`src/rtl/alu_pkg.sv`:
```
// Shared ALU constants: control codes, ALUOp/funct encodings and issue FSM states.
// Used by the ALU, its control decoder and the issue sequencer.
package alu_pkg;

    localparam int DATA_W = 32;

    localparam logic [3:0] CTRL_AND   = 4'd0;
    localparam logic [3:0] CTRL_OR    = 4'd1;
    localparam logic [3:0] CTRL_NAND  = 4'd2;
    localparam logic [3:0] CTRL_NOR   = 4'd3;
    localparam logic [3:0] CTRL_ADDU  = 4'd4;
    localparam logic [3:0] CTRL_SUBU  = 4'd5;
    localparam logic [3:0] CTRL_SLT   = 4'd6;
    localparam logic [3:0] CTRL_EQUAL = 4'd7;

    localparam logic [1:0] ALUOP_ADD   = 2'b00;
    localparam logic [1:0] ALUOP_SUB   = 2'b01;
    localparam logic [1:0] ALUOP_RTYPE = 2'b10;
    localparam logic [1:0] ALUOP_SLT   = 2'b11;

    localparam logic [5:0] FUNCT_ADDU = 6'h21;
    localparam logic [5:0] FUNCT_SUBU = 6'h23;
    localparam logic [5:0] FUNCT_AND  = 6'h24;
    localparam logic [5:0] FUNCT_OR   = 6'h25;
    localparam logic [5:0] FUNCT_SLT  = 6'h2A;

    typedef struct packed {
        logic [3:0] ctrl;
        logic       illegal;
    } alu_dec_t;

    typedef enum logic [1:0] {
        ST_IDLE = 2'd0,
        ST_EXEC = 2'd1,
        ST_RESP = 2'd2
    } issue_state_e;

endpackage

```
`src/rtl/alu_issue_if.sv`:
```
// Request, ALU-port and response signals of the ALU issue sequencer.
// slave: the sequencer itself; master: issue logic, ALU and response consumer.
interface alu_issue_if;
    import alu_pkg::*;

    logic              req_valid_i;
    logic              req_ready_o;
    logic [1:0]        req_alu_op_i;
    logic [5:0]        req_funct_i;
    logic [DATA_W-1:0] req_src1_i;
    logic [DATA_W-1:0] req_src2_i;
    logic [DATA_W-1:0] alu_src1_o;
    logic [DATA_W-1:0] alu_src2_o;
    logic [3:0]        alu_ctrl_o;
    logic [DATA_W-1:0] alu_result_i;
    logic              alu_zero_i;
    logic              rsp_valid_o;
    logic              rsp_ready_i;
    logic [DATA_W-1:0] rsp_result_o;
    logic              rsp_zero_o;
    logic              rsp_illegal_o;

    modport slave (
        input  req_valid_i, req_alu_op_i, req_funct_i, req_src1_i, req_src2_i,
        input  alu_result_i, alu_zero_i, rsp_ready_i,
        output req_ready_o, alu_src1_o, alu_src2_o, alu_ctrl_o,
        output rsp_valid_o, rsp_result_o, rsp_zero_o, rsp_illegal_o
    );

    modport master (
        output req_valid_i, req_alu_op_i, req_funct_i, req_src1_i, req_src2_i,
        output alu_result_i, alu_zero_i, rsp_ready_i,
        input  req_ready_o, alu_src1_o, alu_src2_o, alu_ctrl_o,
        input  rsp_valid_o, rsp_result_o, rsp_zero_o, rsp_illegal_o
    );

endinterface

```
`src/rtl/alu_ctrl_dec.sv`:
```
// Combinational ALUOp/funct to ALU control decoder; flags any operation the ALU lacks.
module alu_ctrl_dec
    import alu_pkg::*;
(
    input  logic [1:0] alu_op,
    input  logic [5:0] funct,
    output alu_dec_t   dec
);

    always_comb begin
        dec.ctrl    = CTRL_AND;
        dec.illegal = 1'b0;
        unique case (alu_op)
            ALUOP_ADD: dec.ctrl = CTRL_ADDU;
            ALUOP_SUB: dec.ctrl = CTRL_SUBU;
            ALUOP_SLT: dec.ctrl = CTRL_SLT;
            default: begin
                case (funct)
                    FUNCT_ADDU: dec.ctrl = CTRL_ADDU;
                    FUNCT_SUBU: dec.ctrl = CTRL_SUBU;
                    FUNCT_AND:  dec.ctrl = CTRL_AND;
                    FUNCT_OR:   dec.ctrl = CTRL_OR;
                    FUNCT_SLT:  dec.ctrl = CTRL_SLT;
                    default:    dec.illegal = 1'b1;
                endcase
            end
        endcase
    end

endmodule

```
`src/rtl/alu_issue.sv`:
```
// Issue sequencer for the EX-stage ALU: registers operands/ctrl, waits one cycle
// for the combinational ALU, captures its result and hands it out on a response handshake.
module alu_issue
    import alu_pkg::*;
(
    input  logic        clk_i,
    input  logic        rst_i,
    alu_issue_if.slave  bus
);

    issue_state_e      state, state_nxt;
    alu_dec_t          dec;
    logic              ld_alu, ld_exec, ld_ill;
    logic [DATA_W-1:0] src1_q, src2_q, result_q;
    logic [3:0]        ctrl_q;
    logic              zero_q, illegal_q;

    alu_ctrl_dec u_dec (
        .alu_op (bus.req_alu_op_i),
        .funct  (bus.req_funct_i),
        .dec    (dec)
    );

    always_ff @(posedge clk_i or negedge rst_i) begin
        if (!rst_i) state <= ST_IDLE;
        else        state <= state_nxt;
    end

    always_comb begin
        state_nxt = state;
        ld_alu    = 1'b0;
        ld_exec   = 1'b0;
        ld_ill    = 1'b0;
        case (state)
            ST_IDLE: begin
                if (bus.req_valid_i) begin
                    if (dec.illegal) begin
                        ld_ill    = 1'b1;
                        state_nxt = ST_RESP;
                    end else begin
                        ld_alu    = 1'b1;
                        state_nxt = ST_EXEC;
                    end
                end
            end
            ST_EXEC: begin
                ld_exec   = 1'b1;
                state_nxt = ST_RESP;
            end
            ST_RESP: begin
                if (bus.rsp_ready_i) state_nxt = ST_IDLE;
            end
            default: state_nxt = ST_IDLE;
        endcase
    end

    // Illegal requests leave the ALU ports untouched so the last op stays visible.
    always_ff @(posedge clk_i or negedge rst_i) begin
        if (!rst_i) begin
            src1_q <= '0;
            src2_q <= '0;
            ctrl_q <= '0;
        end else if (ld_alu) begin
            src1_q <= bus.req_src1_i;
            src2_q <= bus.req_src2_i;
            ctrl_q <= dec.ctrl;
        end
    end

    always_ff @(posedge clk_i or negedge rst_i) begin
        if (!rst_i) begin
            result_q  <= '0;
            zero_q    <= 1'b0;
            illegal_q <= 1'b0;
        end else if (ld_exec) begin
            result_q  <= bus.alu_result_i;
            zero_q    <= bus.alu_zero_i;
            illegal_q <= 1'b0;
        end else if (ld_ill) begin
            result_q  <= '0;
            zero_q    <= 1'b1;
            illegal_q <= 1'b1;
        end
    end

    assign bus.req_ready_o   = (state == ST_IDLE);
    assign bus.rsp_valid_o   = (state == ST_RESP);
    assign bus.alu_src1_o    = src1_q;
    assign bus.alu_src2_o    = src2_q;
    assign bus.alu_ctrl_o    = ctrl_q;
    assign bus.rsp_result_o  = result_q;
    assign bus.rsp_zero_o    = zero_q;
    assign bus.rsp_illegal_o = illegal_q;

endmodule

```
`src/flat_wrapper.sv`:
```
// flat-port wrapper written by rule: the top's interface ports become plain ports
module alu_issue_flat import alu_pkg::*;
  (clk_i, rst_i, bus_req_valid_i, bus_req_alu_op_i, bus_req_funct_i, bus_req_src1_i, bus_req_src2_i, bus_alu_result_i, bus_alu_zero_i, bus_rsp_ready_i, bus_req_ready_o, bus_alu_src1_o, bus_alu_src2_o, bus_alu_ctrl_o, bus_rsp_valid_o, bus_rsp_result_o, bus_rsp_zero_o, bus_rsp_illegal_o);
  alu_issue_if bus_i ();
  input  logic clk_i;
  input  logic rst_i;
  input wire logic [$bits(bus_i.req_valid_i)-1:0] bus_req_valid_i;
  input wire logic [$bits(bus_i.req_alu_op_i)-1:0] bus_req_alu_op_i;
  input wire logic [$bits(bus_i.req_funct_i)-1:0] bus_req_funct_i;
  input wire logic [$bits(bus_i.req_src1_i)-1:0] bus_req_src1_i;
  input wire logic [$bits(bus_i.req_src2_i)-1:0] bus_req_src2_i;
  input wire logic [$bits(bus_i.alu_result_i)-1:0] bus_alu_result_i;
  input wire logic [$bits(bus_i.alu_zero_i)-1:0] bus_alu_zero_i;
  input wire logic [$bits(bus_i.rsp_ready_i)-1:0] bus_rsp_ready_i;
  output wire logic [$bits(bus_i.req_ready_o)-1:0] bus_req_ready_o;
  output wire logic [$bits(bus_i.alu_src1_o)-1:0] bus_alu_src1_o;
  output wire logic [$bits(bus_i.alu_src2_o)-1:0] bus_alu_src2_o;
  output wire logic [$bits(bus_i.alu_ctrl_o)-1:0] bus_alu_ctrl_o;
  output wire logic [$bits(bus_i.rsp_valid_o)-1:0] bus_rsp_valid_o;
  output wire logic [$bits(bus_i.rsp_result_o)-1:0] bus_rsp_result_o;
  output wire logic [$bits(bus_i.rsp_zero_o)-1:0] bus_rsp_zero_o;
  output wire logic [$bits(bus_i.rsp_illegal_o)-1:0] bus_rsp_illegal_o;
  assign bus_i.req_valid_i = bus_req_valid_i;
  assign bus_i.req_alu_op_i = bus_req_alu_op_i;
  assign bus_i.req_funct_i = bus_req_funct_i;
  assign bus_i.req_src1_i = bus_req_src1_i;
  assign bus_i.req_src2_i = bus_req_src2_i;
  assign bus_i.alu_result_i = bus_alu_result_i;
  assign bus_i.alu_zero_i = bus_alu_zero_i;
  assign bus_i.rsp_ready_i = bus_rsp_ready_i;
  assign bus_req_ready_o = bus_i.req_ready_o;
  assign bus_alu_src1_o = bus_i.alu_src1_o;
  assign bus_alu_src2_o = bus_i.alu_src2_o;
  assign bus_alu_ctrl_o = bus_i.alu_ctrl_o;
  assign bus_rsp_valid_o = bus_i.rsp_valid_o;
  assign bus_rsp_result_o = bus_i.rsp_result_o;
  assign bus_rsp_zero_o = bus_i.rsp_zero_o;
  assign bus_rsp_illegal_o = bus_i.rsp_illegal_o;
  alu_issue u_core (.clk_i(clk_i), .rst_i(rst_i), .bus(bus_i));
endmodule
```
`config.mk`:
```
export PLATFORM = sky130hd
export DESIGN_NAME = alu_issue_flat
export DESIGN_NICKNAME = d
export VERILOG_FILES = /design/src/rtl/alu_pkg.sv /design/src/rtl/alu_issue_if.sv /design/src/rtl/alu_ctrl_dec.sv /design/src/rtl/alu_issue.sv /design/src/flat_wrapper.sv
export SDC_FILE = /design/constraint.sdc
export NUM_CORES = 1
export LEC_CHECK = 0
export CAP_MARGIN = 15
export CORE_MARGIN = 8
export CORE_UTILIZATION = 36
export CTS_BUF_LIST = sky130_fd_sc_hd__clkbuf_16
export DETAILED_ROUTE_END_ITERATION = 8
export PLACE_DENSITY = 0.88
export SETUP_SLACK_MARGIN = 0.02
export SLEW_MARGIN = 15
export SYNTH_ARGS = -nofsm -noshare
export SYNTH_HDL_FRONTEND = slang
export SYNTH_SLANG_ARGS = --single-unit
export TNS_END_PERCENT = 10
```
`constraint.sdc`:
```
create_clock -name clk_i -period 1.78 [get_ports clk_i]
set_clock_uncertainty 0.2 [all_clocks]
set_input_delay 0.356 -clock clk_i [delete_from_list [all_inputs] [get_ports clk_i]]
set_output_delay 0.356 -clock clk_i [all_outputs]
set_load 0.05 [all_outputs]
```
## After elaboration in Yosys (flattened, before gate mapping)

Index checks and enable logic that the tools add are counted.
W data, S select, Z words.

| operators by class | value |
|---|---|
| equal/unequal tests | 11 |
| multiplexer cells | 20 |
| reductions and logical operators | 6 |

Operators by type and width:

| operator | count |
|---|---|
| $mux W32 | 2 |
| $eq A6 B6 Y1 const B | 5 |
| $mux W1 | 12 |
| $pmux W3 S4 | 1 |
| $pmux W4 S3 | 1 |
| $mux W2 | 3 |
| $pmux W2 S3 | 1 |
| $reduce_or A5 Y1 | 1 |
| $eq A2 B1 Y1 const B | 2 |
| $eq A2 B2 Y1 const B | 2 |
| $logic_not A2 Y1 | 2 |
| $ne A2 B2 Y1 const B | 2 |
| $reduce_or A3 Y1 | 1 |
| $reduce_and A2 Y1 | 1 |
| $reduce_bool A2 Y1 | 1 |

| word-level totals | value |
|---|---|
| flip-flop bits (word level) | 104 |
| bits of input ports | 109 |
| output and inout bits | 104 |

## Logic depth before layout (Yosys ltp)

| depth | value |
|---|---|
| depth after elaboration | 9 |
| depth in mapped cells | 6 |

## Modules after synthesis

Synthesis repeated with hierarchy kept, for this count alone.

| second synthesis, totals | value |
|---|---|
| cells, all modules | 319 |
| area, all modules | 4287.9 µm² |

By module, submodules not included:

| module | instances | cells each | area each (µm²) | sequential area each (µm²) |
|---|---|---|---|---|
| alu_issue | 1 | 302 | 4176.5 | 2602.5 |
| alu_ctrl_dec | 1 | 17 | 111.4 | 0.0 |

## Worst setup path after synthesis

Ideal clock, no wire load.

| path | value |
|---|---|
| path type | register -> register |
| start point | register u_core.state[1] |
| end point | register u_core.ctrl_q[0] (netlist: u_core.bus.alu_ctrl_o[0]) |
| arrival time | 1.942 ns |
| required time | 1.455 ns |
| slack | -0.487 ns |
| stages on the path, launching flop included | 7 |
| path buffers | 2 |
| clock period less this slack | 2.267 ns |
| cell sequence | dfrtp_1 -> nor2_2 -> nand2_1 -> a21oi_4 -> buf_12 -> buf_12 -> mux2_4 |

| on the way | value |
|---|---|
| cells in the longest elaborated chain, start to end | 2 |

Ends and longest elaborated chain:

| element | line | text |
|---|---|---|
| start, declared | alu_issue.sv:11 | `issue_state_e state, state_nxt;` |
| start signal, assigned | alu_issue.sv:26 | `else state <= state_nxt;` |
| $logic_not A2 Y1 | n/a |  |
| net bus_req_ready_o | flat_wrapper.sv:15 | `output wire logic [$bits(bus_i.req_ready_o)-1:0] bus_req_ready_o;` |
| $mux W1 | alu_issue.sv:34 | `case (state)` |
| end signal, assigned | alu_issue.sv:66 | `ctrl_q <= dec.ctrl;` |
| end, declared | alu_issue.sv:15 | `logic [3:0] ctrl_q;` |

The timed path passes the listed nets, and every way through them passes these cells.
A chain may end at the register's enable or synchronous reset.

## Final worst setup path

| path | value |
|---|---|
| start point | input port bus_req_funct_i[3] |
| end point | register u_core.src2_q[26] (netlist: u_core.bus.alu_src2_o[26]) |

| on the way | value |
|---|---|
| cells in the longest elaborated chain, start to end | 7 |
| elaborated cells between the ends (all ways) | 11 |

Ends and longest elaborated chain:

| element | line | text |
|---|---|---|
| start, declared | flat_wrapper.sv:9 | `input wire logic [$bits(bus_i.req_funct_i)-1:0] bus_req_funct_i;` |
| $eq A6 B6 Y1 | alu_ctrl_dec.sv:18 | `case (funct)` |
| $reduce_or A5 Y1 (no source line) (*) | n/a |  |
| $mux W1 (*) | alu_ctrl_dec.sv:18 |  |
| $mux W1 (*) | alu_ctrl_dec.sv:13 | `unique case (alu_op)` |
| $mux W1 (*) | alu_issue.sv:37 | `if (dec.illegal) begin` |
| $mux W1 (*) | alu_issue.sv:36 | `if (bus.req_valid_i) begin` |
| $mux W1 (*) | alu_issue.sv:34 |  |
| end signal, assigned | alu_issue.sv:65 | `src2_q <= bus.req_src2_i;` |
| end, declared | alu_issue.sv:14 | `logic [DATA_W-1:0] src1_q, src2_q, result_q;` |

Mark *: on every way between the ends. The rest lies on a longest branch, timed or not.

==> results.yml <==
synthesis:
  synthTopCellsByCount: "dfrtp_1 (103), nand2_1 (68), mux2_4 (39)"
  syn_inst: 317
  avgSynthCellArea_sq_um: 13.5
  synth_area_leader_cell: "dfrtp_1"
  ys_types: 30
  yosys_warnings: 0
  synth.most_common_cell: "dfrtp_1"
  synth_flop_cell: "dfrtp_1"
  synth_seq_area_share_pct: 60.3
  synth_edf_count: 0
  synthesis.area_sq_um: 4280
  synth_top_area_share_pct: 60.3
  synthTopCellsByArea: "dfrtp_1 (60%), mux2_4 (14%), mux2_2 (6.8%)"
  ys_ff_latch: 103
  syn_nets: 426
  ys_async_sr_fraction_pct: 100
clock_network:
  clk_pin_slew_ps: 70
  clkLatencyLatePin_ps: 320
  htreeDepth: 3
  cts_sinks: 103
  numCtsBuffers: 9
  cts_root_buf: "clkbuf_16"
  cts_tree: "done"
  clockBufferDepth: 2
die:
  pin_count: 213
  dieArea_sq_um: 15600
  row_count: 40
  fp.dieW_um: 125
  start_util_pct: 36.2
  die_height_um: 125
  core_area_sq_um: 11800
cells_and_area:
  drive_gt1_share_pct: 41.4
  fin_util_pct: 70.3
  multi_input_comb_area_sq_um: 1670
  area_growth_pct: 94.2
  stdcell_count: 704
  nets: 660
  seqCellArea_sq_um: 2580
  fillers: 763
worst_setup_path:
  crit_slowest_cell: "mux2_4"
  reg2regPathDepth: 6
  r2r-start: "u_core.state[0]"
  critPathMaxFanout: 15
  cp_top_family: "buffers and inverters"
  reg2reg_slack_ps: 30
  critPathLaunch: "bus_req_funct_i[3]"
  crit_end: "u_core.bus.alu_src2_o[26]"
  rr_endpoint: "u_core.bus.alu_src2_o[26]"
  crit_type: "in2reg"
  slowest_delay_ps: 310
  crit_chain: "clkdlybuf4s15_1, nor3b_4, o21ai_4, a21oi_4, buf_6, buf_16, mux2_4"
  end_kind: "flop"
  crit_buf_inv: 3
  critPathLaunchType: "primary input"
  cp.depth: 7
  worst_ep_required_time_ps: 1800
  worstPathArrival_ps: 1790
drt:
  dr.pass1.iters: 4
  avgViaCountPerCell: 4.81
  wl_per_cell_um: 20.4
  routed_wirelength_mm: 14.4
  remaining_drc_errors: 0
  antenna_left: 0
  first_iter_violations: 137
  via_count: 3388
pwr:
  power.density_nw_per_um2: 2230
  leakagePower_uw: 0.00373
  ir_drop_mv: 1.33
  finalPower_uw: 18500
sta:
  fin_crit_sh_pct: 99.6
  setup_viol: 0
  finalCriticalPeriod_ps: 1770
  finalHoldViolations: 0
  slew_violations: 0
  fmax_mhz: 564
  fin_setup_tns_ps: 0
  rsz0062_at_grt: "true"
  postLayoutSetupSlackWorst_ps: 7.65
place:
  io_buffers: 211
  dp_slack_ps: -726
  gp_congestion: 0.762
  dpl.hpwl_mm: 10.7
  place_inst: 674
global_routing:
  grt_antenna_before_repair: 2
  grt_overflow_total: 0
  grt_pass1_vias: 3935
  track_usage_pct: 18.5
  grt_max_degree: 47
  grt_pass1_wl_mm: 22.8
min_path:
  hp-class: "in2async"
outcome:
  status: "finished, final reports clean"
run:
  cap_violations: 0
[registers in the layout, summed over array words and instances, names as in the netlist]
name and flops:
u_core.bus.alu_src2_o 32, u_core.bus.rsp_zero_o 1, u_core.bus.rsp_result_o 32, u_core.state 2, u_core.bus.rsp_illegal_o 1, u_core.bus.alu_src1_o 32
u_core.bus.alu_ctrl_o 3
[power by group]
group | total (uW) | internal, uW | switching (uW)
logic | 11600 | 5990 | 5580
registers | 4720 | 3440 | 1280
clock network | 2220 | 1370 | 848
[logic make-up (layout without fill, tap and decap cells)]
logic type             Yosys count  count (layout)  share of synthesized area, %
other                            1               2                        0.0877
and+or+nand+nor                 82              82                          8.45
DFF                            103             103                          60.3
AOI/OAI and AO/OA               45              45                          6.55
buffers and inverters           21             260                          4.12
muxes                           65              65                          20.5
[area by class of cell]
cell class | instances | share of cell area, %
timing repair buffer | 243 | 42.5
sequential | 103 | 31.0
multi-input combinational | 193 | 20.1
clock buffer | 9 | 2.71
tap | 147 | 2.21
clock inverter | 7 | 1.34
inverter | 1 | 0.0452
antenna | 1 | 0.0301
[metal layers]
metal  global-route usage (%)  vias up  part of all wire [%]  wire length (um)
met4                     5.87        2                   1.9               274
met3                     6.63       22                   7.9              1140
met5                        0        -                 0.084                12
met1                     18.8     1680                    36              5200
li1                         -     1535                     -                 -
met2                     34.5      149                    54              7730
[how the worst min path moves through the flow]
| stage | startpoint | endpoint | slack (ps) |
|---|---|---|---|
| 2_1_floorplan | rst_i | u_core.bus.alu_ctrl_o[0] | -140 |
| 3_3_place_gp | rst_i | u_core.bus.rsp_result_o[19] | 100 |
| 3_5_place_dp | rst_i | u_core.bus.rsp_result_o[19] | 110 |
| 4_1_cts | rst_i | u_core.bus.rsp_result_o[19] | 290 |
| 5_1_grt | rst_i | u_core.bus.rsp_result_o[19] | 320 |
| 6_report | rst_i | u_core.bus.rsp_result_o[19] | 280 |
[what timing repair did]
action | CTS | global route
setup endpoints to repair | 102 | 67
pin swaps | 6 | 2
gates resized for setup | 55 | 14
cloned | 5 | 0
hold buffers | 1 | 0
buffers inserted | 9 | 1
endpoints found under the hold margin | 26 | 0
[cells in the final DEF (no fill, tap or decap), drive strengths merged, types with 3 or more instances in the layout]
cell type,Yosys,routed
clkdlybuf4s50,0,98
dlygate4sd2,0,4
o21ai,3,3
mux2,65,65
clkbuf,8,9
buf,12,137
nand2,68,68
inv,1,3
bufinv,0,3
dfrtp,103,103
nor2b,6,6
clkdlybuf4s15,0,3
a21oi,35,35
[per-stage QoR]
step           hold slack [ps]  instance area (sq um)
2_1_floorplan             -140                   4290
3_3_place_gp               105                   7660
3_5_place_dp               111                   7660
4_1_cts                    293                   8330
5_1_grt                    320                   8310
6_report                   285                   8310
(Power assumes the default switching activity.)
